**config.mk**
```make
export PLATFORM = sky130hd
export DESIGN_NAME = shift_unit_scheduler_flat
export DESIGN_NICKNAME = d
export VERILOG_FILES = /design/src/rtl/shift_sched_pkg.sv /design/src/rtl/shift_unit_scheduler_if.sv /design/src/rtl/Barrel_Shifter_32bit.sv /design/src/rtl/shift_rr_arbiter2.sv /design/src/rtl/shift_unit_scheduler.sv /design/src/flat_wrapper.sv
export SDC_FILE = /design/constraint.sdc
export NUM_CORES = 1
export LEC_CHECK = 0
export BUFFER_PORTS_ARGS = -buffer_cell sky130_fd_sc_hd__buf_2
export CORE_MARGIN = 3
export CORE_UTILIZATION = 40
export CTS_CLUSTER_DIAMETER = 80
export DETAILED_ROUTE_END_ITERATION = 6
export GPL_TIMING_DRIVEN = 0
export PLACE_DENSITY = 0.56
export SYNTH_ARGS = -nofsm -noshare
export SYNTH_HDL_FRONTEND = slang
export SYNTH_SLANG_ARGS = --single-unit
```
**constraint.sdc**
```tcl
create_clock -name clk -period 8.9 [get_ports clk]
set_clock_uncertainty 0.1 [all_clocks]
set_input_delay 0.89 -clock clk [delete_from_list [all_inputs] [get_ports clk]]
set_output_delay 0.89 -clock clk [all_outputs]
set_load 0.02 [all_outputs]
```
**src/rtl/shift_sched_pkg.sv**
```systemverilog
// Shared types and helpers for the shift unit scheduler.
//   - op_e    : requested shift operation
//   - state_e : scheduler FSM state
//   - ALL_ONES: all-ones datapath word, used to build the SRA sign mask
//   - rev32() : 32-bit bit reversal (bit i -> bit 31-i)
package shift_sched_pkg;

  localparam int unsigned DataW  = 32;
  localparam int unsigned ShamtW = 5;

  localparam logic [DataW-1:0] ALL_ONES = '1;

  typedef enum logic [1:0] {
    OP_SRL = 2'b00,
    OP_SLL = 2'b01,
    OP_SRA = 2'b10,
    OP_ROR = 2'b11
  } op_e;

  typedef enum logic [1:0] {
    IDLE  = 2'd0,
    PASS1 = 2'd1,
    PASS2 = 2'd2,
    DONE  = 2'd3
  } state_e;

  function automatic logic [31:0] rev32(input logic [31:0] x);
    logic [31:0] r;
    for (int i = 0; i < 32; i++) begin
      r[i] = x[31-i];
    end
    return r;
  endfunction

endpackage

```
**src/rtl/shift_unit_scheduler_if.sv**
```systemverilog
// Bus bundle between the two execute-stage requesters, the response consumer and
// the shift unit scheduler.
//   r0_* / r1_* : request ports (valid, op, a, shamt in; ready back)
//   rsp_*       : response port (valid, id, result out; ready back)
// master: requester/consumer side. slave: scheduler side.
interface shift_unit_scheduler_if;
  import shift_sched_pkg::*;

  logic              r0_valid;
  logic [1:0]        r0_op;
  logic [DataW-1:0]  r0_a;
  logic [ShamtW-1:0] r0_shamt;
  logic              r0_ready;

  logic              r1_valid;
  logic [1:0]        r1_op;
  logic [DataW-1:0]  r1_a;
  logic [ShamtW-1:0] r1_shamt;
  logic              r1_ready;

  logic              rsp_valid;
  logic              rsp_id;
  logic [DataW-1:0]  rsp_result;
  logic              rsp_ready;

  modport master (
    output r0_valid, r0_op, r0_a, r0_shamt,
    input  r0_ready,
    output r1_valid, r1_op, r1_a, r1_shamt,
    input  r1_ready,
    input  rsp_valid, rsp_id, rsp_result,
    output rsp_ready
  );

  modport slave (
    input  r0_valid, r0_op, r0_a, r0_shamt,
    output r0_ready,
    input  r1_valid, r1_op, r1_a, r1_shamt,
    output r1_ready,
    output rsp_valid, rsp_id, rsp_result,
    input  rsp_ready
  );

endinterface

```
**src/rtl/Barrel_Shifter_32bit.sv**
```systemverilog
// 32-bit logical-right barrel shifter, purely combinational.
//   data_i  : value to shift
//   shamt_i : shift amount 0..31
//   data_o  : data_i >> shamt_i, zero-filled from the top
module Barrel_Shifter_32bit (
  input  logic [31:0] data_i,
  input  logic [4:0]  shamt_i,
  output logic [31:0] data_o
);

  logic [31:0] s;

  // Five log2 stages: stage i shifts by 2**i when shamt_i[i] is set.
  always_comb begin
    s = data_i;
    for (int i = 0; i < 5; i++) begin
      if (shamt_i[i]) begin
        s = s >> (1 << i);
      end
    end
    data_o = s;
  end

endmodule

```
**src/rtl/shift_rr_arbiter2.sv**
```systemverilog
// Two-way round-robin arbiter.
//   clk_i, rst_i : clock, synchronous active-high reset
//   en_i         : arbitration allowed this cycle (scheduler idle)
//   req_i        : request valids {r1, r0}
//   gnt_o        : one-hot grant, zero when disabled or nobody requests
// Priority passes to the loser whenever a grant is issued; since the grant
// doubles as ready, every grant is an accept.
module shift_rr_arbiter2 #(
  parameter bit ResetPrio = 1'b0
) (
  input  logic       clk_i,
  input  logic       rst_i,
  input  logic       en_i,
  input  logic [1:0] req_i,
  output logic [1:0] gnt_o
);

  logic prio_q;

  always_comb begin
    gnt_o = '0;
    if (en_i) begin
      unique case (req_i)
        2'b01:   gnt_o = 2'b01;
        2'b10:   gnt_o = 2'b10;
        2'b11:   gnt_o = prio_q ? 2'b10 : 2'b01;
        default: gnt_o = '0;
      endcase
    end
  end

  always_ff @(posedge clk_i) begin
    if (rst_i) begin
      prio_q <= ResetPrio;
    end else if (|gnt_o) begin
      prio_q <= ~gnt_o[1];
    end
  end

endmodule

```
**src/rtl/shift_unit_scheduler.sv**
```systemverilog
// Shares one right-only barrel shifter between two requesters and builds
// SRL/SLL/SRA/ROR out of one or two passes through it.
//   clk  : clock
//   rst  : synchronous active-high reset
//   bus  : request ports r0/r1 and the response port (slave side)
//   busy : high whenever the FSM is not idle
// Flow: IDLE (arbitrate/accept) -> PASS1 -> [PASS2] -> DONE. DONE spends its
// first cycle registering the response, then holds it until rsp_ready.
module shift_unit_scheduler
  import shift_sched_pkg::*;
#(
  parameter int unsigned DATA_W     = 32,
  parameter int unsigned SHAMT_W    = 5,
  parameter int unsigned RESET_PRIO = 0
) (
  input  logic                   clk,
  input  logic                   rst,
  shift_unit_scheduler_if.slave  bus,
  output logic                   busy
);

  state_e              state_q, state_d;
  op_e                 op_q;
  logic [DATA_W-1:0]   a_q;
  logic [SHAMT_W-1:0]  shamt_q;
  logic                id_q;
  logic [DATA_W-1:0]   p1_q;
  logic [DATA_W-1:0]   res_q;
  logic                rsp_valid_q;

  logic [1:0]          gnt;
  logic                arb_en;
  logic                accept;
  logic                rsp_fire;

  logic [DATA_W-1:0]   sh_in;
  logic [SHAMT_W-1:0]  sh_amt;
  logic [DATA_W-1:0]   sh_out;
  logic [DATA_W-1:0]   pass2_res;

  // ---------------------------------------------------------------------------
  // Arbitration: ready is the grant, only offered while idle and out of reset.
  // ---------------------------------------------------------------------------
  assign arb_en = (state_q == IDLE) && !rst;

  shift_rr_arbiter2 #(
    .ResetPrio (1'(RESET_PRIO))
  ) u_arb (
    .clk_i (clk),
    .rst_i (rst),
    .en_i  (arb_en),
    .req_i ({bus.r1_valid, bus.r0_valid}),
    .gnt_o (gnt)
  );

  assign bus.r0_ready = gnt[0];
  assign bus.r1_ready = gnt[1];
  assign accept       = |gnt;

  // ---------------------------------------------------------------------------
  // Shifter drive. SLL runs on the reversed operand; SRA's second pass shifts
  // ones to form the sign-fill mask; ROR's second pass recovers the bits that
  // wrapped around by shifting rev(a) right by (32 - shamt) mod 32.
  // ---------------------------------------------------------------------------
  always_comb begin
    sh_in  = '0;
    sh_amt = '0;
    unique case (state_q)
      PASS1: begin
        sh_in  = (op_q == OP_SLL) ? rev32(a_q) : a_q;
        sh_amt = shamt_q;
      end
      PASS2: begin
        if (op_q == OP_SRA) begin
          sh_in  = ALL_ONES;
          sh_amt = shamt_q;
        end else begin
          sh_in  = rev32(a_q);
          sh_amt = SHAMT_W'(0) - shamt_q;
        end
      end
      default: begin
        sh_in  = '0;
        sh_amt = '0;
      end
    endcase
  end

  Barrel_Shifter_32bit u_shifter (
    .data_i  (sh_in),
    .shamt_i (sh_amt),
    .data_o  (sh_out)
  );

  always_comb begin
    if (op_q == OP_SRA) begin
      pass2_res = p1_q | (a_q[DATA_W-1] ? ~sh_out : '0);
    end else begin
      pass2_res = p1_q | rev32(sh_out);
    end
  end

  // ---------------------------------------------------------------------------
  // FSM
  // ---------------------------------------------------------------------------
  assign rsp_fire = (state_q == DONE) && rsp_valid_q && bus.rsp_ready;

  always_comb begin
    state_d = state_q;
    unique case (state_q)
      IDLE:    if (accept) state_d = PASS1;
      PASS1:   state_d = (op_q == OP_SRL || op_q == OP_SLL) ? DONE : PASS2;
      PASS2:   state_d = DONE;
      DONE:    if (rsp_fire) state_d = IDLE;
      default: state_d = IDLE;
    endcase
  end

  always_ff @(posedge clk) begin
    if (rst) begin
      state_q     <= IDLE;
      op_q        <= OP_SRL;
      a_q         <= '0;
      shamt_q     <= '0;
      id_q        <= 1'b0;
      p1_q        <= '0;
      res_q       <= '0;
      rsp_valid_q <= 1'b0;
    end else begin
      state_q <= state_d;

      if (accept) begin
        op_q    <= op_e'(gnt[1] ? bus.r1_op : bus.r0_op);
        a_q     <= gnt[1] ? bus.r1_a : bus.r0_a;
        shamt_q <= gnt[1] ? bus.r1_shamt : bus.r0_shamt;
        id_q    <= gnt[1];
      end

      if (state_q == PASS1) begin
        p1_q <= sh_out;
      end else if (state_q == PASS2) begin
        p1_q <= pass2_res;
      end

      // First DONE cycle loads the response; it then holds until taken.
      if (state_q == DONE) begin
        if (!rsp_valid_q) begin
          rsp_valid_q <= 1'b1;
          res_q       <= (op_q == OP_SLL) ? rev32(p1_q) : p1_q;
        end else if (bus.rsp_ready) begin
          rsp_valid_q <= 1'b0;
        end
      end
    end
  end

  assign bus.rsp_valid  = rsp_valid_q;
  assign bus.rsp_id     = id_q;
  assign bus.rsp_result = res_q;
  assign busy           = (state_q != IDLE);

endmodule

```
**src/flat_wrapper.sv**
```systemverilog
// flat-port wrapper written by rule: the top's interface ports become plain ports
module shift_unit_scheduler_flat import shift_sched_pkg::*;
#(
  parameter int unsigned DATA_W     = 32,
  parameter int unsigned SHAMT_W    = 5,
  parameter int unsigned RESET_PRIO = 0
)
  (clk, rst, busy, bus_r0_valid, bus_r0_op, bus_r0_a, bus_r0_shamt, bus_r0_ready, bus_r1_valid, bus_r1_op, bus_r1_a, bus_r1_shamt, bus_r1_ready, bus_rsp_valid, bus_rsp_id, bus_rsp_result, bus_rsp_ready);
  shift_unit_scheduler_if bus_i ();
  input  logic clk;
  input  logic rst;
  output logic busy;
  input wire logic [$bits(bus_i.r0_valid)-1:0] bus_r0_valid;
  input wire logic [$bits(bus_i.r0_op)-1:0] bus_r0_op;
  input wire logic [$bits(bus_i.r0_a)-1:0] bus_r0_a;
  input wire logic [$bits(bus_i.r0_shamt)-1:0] bus_r0_shamt;
  output wire logic [$bits(bus_i.r0_ready)-1:0] bus_r0_ready;
  input wire logic [$bits(bus_i.r1_valid)-1:0] bus_r1_valid;
  input wire logic [$bits(bus_i.r1_op)-1:0] bus_r1_op;
  input wire logic [$bits(bus_i.r1_a)-1:0] bus_r1_a;
  input wire logic [$bits(bus_i.r1_shamt)-1:0] bus_r1_shamt;
  output wire logic [$bits(bus_i.r1_ready)-1:0] bus_r1_ready;
  output wire logic [$bits(bus_i.rsp_valid)-1:0] bus_rsp_valid;
  output wire logic [$bits(bus_i.rsp_id)-1:0] bus_rsp_id;
  output wire logic [$bits(bus_i.rsp_result)-1:0] bus_rsp_result;
  input wire logic [$bits(bus_i.rsp_ready)-1:0] bus_rsp_ready;
  assign bus_i.r0_valid = bus_r0_valid;
  assign bus_i.r0_op = bus_r0_op;
  assign bus_i.r0_a = bus_r0_a;
  assign bus_i.r0_shamt = bus_r0_shamt;
  assign bus_r0_ready = bus_i.r0_ready;
  assign bus_i.r1_valid = bus_r1_valid;
  assign bus_i.r1_op = bus_r1_op;
  assign bus_i.r1_a = bus_r1_a;
  assign bus_i.r1_shamt = bus_r1_shamt;
  assign bus_r1_ready = bus_i.r1_ready;
  assign bus_rsp_valid = bus_i.rsp_valid;
  assign bus_rsp_id = bus_i.rsp_id;
  assign bus_rsp_result = bus_i.rsp_result;
  assign bus_i.rsp_ready = bus_rsp_ready;
  shift_unit_scheduler #(.DATA_W(DATA_W), .SHAMT_W(SHAMT_W), .RESET_PRIO(RESET_PRIO)) u_core (.clk(clk), .rst(rst), .bus(bus_i), .busy(busy));
endmodule
```
# [Yosys cells after proc, flatten, opt, wreduce, memory -nomap -nowiden]
# Cells that the tools add are included.
[word_totals] register_bits=108 word_cells=64
[op_classes] addsub=1 eq_ne=10 n_mux=27 bitwise=5 n_reduce_logical=12
[op_table] cell="two-way mux 32 bit" n=13
[op_table] cell="OR 32 bit" n=2
[op_table] cell="one-hot mux 32 bit (2 select lines)" n=1
[op_table] cell="NOT 32 bit" n=1
[op_table] cell="== test 2 bit, second input constant" n=5
[op_table] cell="two-way mux 2 bit" n=5
[op_table] cell="two-way mux 5 bit" n=2
[op_table] cell="one-hot mux 5 bit (2 select lines)" n=1
[op_table] cell="one-hot mux 2 bit (4 select lines)" n=1
[op_table] cell="== test 2 x 1 -> 1 bit, second input constant" n=3
[op_table] cell="one-hot mux 2 bit (3 select lines)" n=1
[op_table] cell="subtractor 1 x 5 -> 5 bit, first input constant" n=1
[op_table] cell="logical NOT 2 bit" n=2
[op_table] cell="inequality test 2 x 1 -> 1 bit, second input constant" n=2
[op_table] cell="AND reduction 2 bit" n=2
[op_table] cell="nonzero test 2 bit" n=2
[op_table] cell="logical AND 1 bit" n=3
[op_table] cell="two-way mux 1 bit" n=3
[op_table] cell="NOT 1 bit" n=2
[op_table] cell="OR reduction 2 bit" n=1
[op_table] cell="logical NOT 1 bit" n=1
[op_table] cell="logical OR 1 bit" n=1

# [Longest topological paths before layout]
[logic_depth] depth_word=14 mapped_depth=14

# [Modules after synthesis]
# A second synthesis with hierarchy kept.
[hier_totals] hier_cells=883 hier_area_um2=7608.5
[by_module_without_submodules] mod="shift_unit_scheduler" instances=1 cells_each=683 area_per_inst_um2=5775.5 seq_area_each_um2=2142.1
[by_module_without_submodules] mod="Barrel_Shifter_32bit" instances=1 cells_each=192 area_per_inst_um2=1778.0 seq_area_each_um2=0.0
[by_module_without_submodules] mod="shift_rr_arbiter2" instances=1 cells_each=8 area_per_inst_um2=55.1 seq_area_each_um2=20.0

# [Worst setup path after synthesis]
# OpenSTA, ideal clock, no wires.
[synth_timing] kind="in2out" start="in rst" end="out bus_r1_ready" t_arrival_ns=2.006 path_slack_ns=5.904 cell_stages=5 path_buffers=2 cell_sequence="clkbuf_1 -> nor2_1 -> nand2_1 -> a21oi_1 -> clkbuf_1"
[synth_via] elab_chain_cells=3
[synth_lines] item="from (decl)" line="flat_wrapper.sv:11" source="input logic rst;"
[synth_lines] item="logical NOT 1 bit" line="shift_unit_scheduler.sv:44" source="assign arb_en = (state_q == IDLE) && !rst;"
[synth_lines] item="logical AND 1 bit" line="shift_unit_scheduler.sv:44"
[synth_lines] item="two-way mux 2 bit" line="shift_rr_arbiter2.sv:22" source="if (en_i) begin"
[synth_lines] item="to (decl)" line="flat_wrapper.sv:22" source="output wire logic [$bits(bus_i.r1_ready)-1:0] bus_r1_ready;"
# Every way passes these cells.

# [Worst setup path after layout]
[layout_timing] start="reg u_core.state_q[0]" end="reg u_core.p1_q[3]"
[layout_via] elab_chain_cells=13 word_cells_on_any_way=17
[layout_lines] item="from (decl)" line="shift_unit_scheduler.sv:22" source="state_e state_q, state_d;"
[layout_lines] item="from (signal assigned)" line="shift_unit_scheduler.sv:130" source="state_q <= state_d;"
[layout_lines] item="== test 2 bit / == test 2 x 1 -> 1 bit (equally long branches)" line="shift_unit_scheduler.sv:68, shift_unit_scheduler.sv:141, shift_unit_scheduler.sv:139"
[layout_lines] item="one-hot mux 32 bit (2 select lines) / one-hot mux 5 bit (2 select lines) (equally long branches)" line="shift_unit_scheduler.sv:68" source="unique case (state_q)"
[layout_lines] item="two-way mux 32 bit (5 in a row)" line="Barrel_Shifter_32bit.sv:17" source="if (shamt_i[i]) begin"
[layout_lines] item="NOT 32 bit" line="shift_unit_scheduler.sv:97" source="pass2_res = p1_q | (a_q[DATA_W-1] ? ~sh_out : '0);"
[layout_lines] item="two-way mux 32 bit" line="shift_unit_scheduler.sv:97"
[layout_lines] item="OR 32 bit" line="shift_unit_scheduler.sv:97"
[layout_lines] item="two-way mux 32 bit" line="shift_unit_scheduler.sv:96" source="if (op_q == OP_SRA) begin"
[layout_lines] item="two-way mux 32 bit" line="shift_unit_scheduler.sv:141" source="end else if (state_q == PASS2) begin"
[layout_lines] item="two-way mux 32 bit" line="shift_unit_scheduler.sv:139" source="if (state_q == PASS1) begin"
[layout_lines] item="to (signal assigned)" line="shift_unit_scheduler.sv:140" source="p1_q <= sh_out;"
[layout_lines] item="to (signal assigned)" line="shift_unit_scheduler.sv:142" source="p1_q <= pass2_res;"
[layout_lines] item="to (decl)" line="shift_unit_scheduler.sv:27" source="logic [DATA_W-1:0] p1_q;"
# Parallel ways exist; a longest one is shown, timed or not. The select of a mux whose other input is x is not followed.
# A chain may end at the register's enable or synchronous reset.

==> run metrics <==
outcome=finished, final reports clean; #FFs+latches synth=108; RSZ-0062 raised after global routing=no; slew at the pin with the worst max-slew slack=1.29 ns; post-synthesis instance area=8290 um2; type of the worst setup path=reg2reg; multi-input combinational cell area=5580 um2; CTS tree=built; total of buffers placed on input and output ports=118; via count normalized by instance count=6.37; CP Capture Type=register; part of the Yosys area used for sequential elements=26.1%; Hold Slack=0.400 ns; main flop type after synthesis=dfxtp_1; routability congestion estimate from global placement=1.03; areal power density over the cells=305 nW/um2; Final HPWL DP=29900 um; total setup violations reported at the end of the flow=0; TritonCTS sink count=108; Clock transition at path regs=0.09 ns; post-CTS resize count=0; Period minus WS final=4.47 ns; proportion of power drawn by combinational gates=60.1%; simple-gate share of the synthesized area=26.1%; syn_area_per_cell=7.24 um2; x dimension of the die=150 um; via count of the first global-routing pass=9339; vias post-DR=9873; fin cells=1549; die footprint=22500 um2; max-capacitance violation count=0; fill cell instance count of the final layout=2155; synth cell count leaders=nor2_1 (162), nand2_1 (161), dfxtp_1 (108); Post-synth EDFFs=0; data required time of the critical path=9.08 ns; buffer count from post-CTS setup fixing=0; initial antenna violation count=0; total power of the final layout=2.90 mW; Slew HR=14.0%; yosys synthesis warning count=0; number of pins with negative max-slew slack in the final report=0; portion of total power attributed to sequential cells=24.5%; clock buffers created by TritonCTS=9; worst path setup slack after routing=4.43 ns; hold-fix buffers at CTS=0; Sw Pwr=1.57 mW; fraction of layout cells with a size suffix above 1=16.2%; worst setup slack after placement=4.67 ns; source-to-sink clock delay at the later pin of the worst-skew pair=0.38 ns; share of the clock period used by the worst path after layout=50.2%; largest net degree at the start of global routing=23; CORE AREA=20300 um2; Antenna Cells=0; synthesized-area fraction occupied by ao, oa, aoi and oai cells=33.8%; area growth from synthesis to layout=15.0%; synthesized netlist net count=1235; clock tree root buffer cell=clkbuf_16; Max VDD drop=0.000113 V; maximum count of clock buffers along a single path=2; power share of the clock group=15.4%; Area contributors post-synth=dfxtp_1 (26%), nor2_1 (7.3%), nand2_1 (7.3%), mux2i_1 (5.6%), o21ai_0 (4.6%); wire length per cell=24.6 um; residual DRC count=0; most common cell in the netlist=nor2_1; area share of the leading cell type in the synthesized netlist=26.1%; Pleak=3.44 nW; class of the tightest hold or removal check=reg2reg; Placement Rows=52; Achievable Freq=224 MHz; total area of sequential cells=2160 um2; remaining antenna violation count=0; Clock H-tree levels=3; Cells after DPL=1533; fraction of registers with async set/reset=0%; effective utilization at floorplan=40.8%; global-route wire length before repair=57300 um; largest area contributor in the synthesized netlist=dfxtp_1; GR Overflow Total=0; switching share of power=54.0%; sum of routed wire length over all layers=38100 um; area share of fa/ha/maj cells after synthesis=1.06%; internal power of the cells=1.34 mW; sum of negative setup slack=0 ns; Arrival @ worst endpoint=4.65 ns; fin nets=1364; ports placed on the boundary=120; Worst Path Max Fanout=10; die extent in y=150 um; library cells used by synthesis=88; number of DRC violations after detailed-routing iteration 0=805; Hold Violations, Final=0; share of the synthesized netlist area taken by xor and xnor gates=0%; Startpoint Class=register; main combinational cell family by area after synthesis=compound AO/OA/AOI/OAI gates; multiplexer share of the synthesized area=6.42%; Overall Global Routing Usage=33.5%; number of optimization iterations in the first detailed-route pass=6; gate count of the mapped netlist=1145
-- cells in the final DEF (no fill, tap or decap), types with 12 or more instances in the layout --
cell type / instances
a22oi_1: 13
clkbuf_1: 63
nor3_1: 24
buf_2: 140
nor2_1: 162
a311oi_1: 35
nand3_1: 60
nand4_1: 12
buf_4: 12
dfxtp_1: 108
a21oi_1: 45
a31oi_1: 22
a211oi_1: 47
mux2i_1: 46
o211ai_1: 15
o21ai_0: 76
nand2_1: 161
-- power groups by stage --
stage,registers (mW),logic (mW),clock network (mW)
2_1_floorplan,0.698,1.12,0
3_3_place_gp,0.719,1.69,0
3_5_place_dp,0.720,1.69,0
4_1_cts,0.710,1.70,0.451
5_1_grt,0.726,1.87,0.464
6_report,0.713,1.74,0.447
-- path summary, 6_finish.rpt --
check,start,slack (ns),cells past startpoint,end
setup / recovery,u_core.state_q[0]$_SDFFE_PP0P_,4.43,12,u_core.p1_q[3]$_SDFFE_PP0P_
hold / removal,u_core.bus.rsp_result[10]$_SDFFE_PP0P_,0.40,2,u_core.bus.rsp_result[10]$_SDFFE_PP0P_
setup reg to reg,u_core.state_q[0]$_SDFFE_PP0P_,4.43,12,u_core.p1_q[3]$_SDFFE_PP0P_
hold reg to reg,u_core.bus.rsp_result[10]$_SDFFE_PP0P_,0.40,2,u_core.bus.rsp_result[10]$_SDFFE_PP0P_
-- layer usage --
metal / track usage (%) / up-vias / share of wire, %
li1: - / 4588 / -
met1: 42.0 / 4686 / 42
met2: 55.6 / 482 / 47
met3: 4.03 / 117 / 6.0
met4: 18.8 / 0 / 5.5
met5: 0 / - / 0
-- worst max-delay path, stage by stage, from the launching register on --
cell and delay [ns]:
dfxtp_1 0.37, inv_1 0.14, ha_1 0.42, buf_2 0.32
clkbuf_1 0.36, o21ai_0 0.27, nand3_1 0.16, o21ai_1 0.10
a222oi_1 1.10, o22ai_1 0.22, nor4_2 0.45, a211oi_1 0.10
nor4_1 0.26
-- sequential cells by signal, summed over array words and instances, names as in the netlist, 2 cells and up --
name,cells
u_core.p1_q,32
u_core.bus.rsp_result,32
u_core.a_q,32
u_core.state_q,2
u_core.op_q,2
u_core.shamt_q,5
-- final cells by class --
type / count / share of cell area (%)
multi-input cells: 919 / 58.6
flip-flops and latches: 108 / 22.7
repair buffers: 118 / 6.20
plain buffers: 107 / 5.29
well taps: 270 / 3.55
clock buffers: 9 / 2.36
clock inverters: 7 / 0.906
inverters: 11 / 0.433
-- metrics by stage --
step / util, % / area (um2)
finish: 46.9 / 9530
global route: 46.9 / 9530
CTS: 46.9 / 9530
detailed placement: 45.4 / 9220
global placement: 45.4 / 9220
floorplan: - / 8290
-- kinds of logic after synthesis --
logic type / count (synthesis)
adders and majority gates: 7
buffers and inverters: 118
muxes: 51
DFF: 108
AOI/OAI and AO/OA: 384
and+or+nand+nor: 477
No activity file was read; power rests on OpenSTA's default activity.
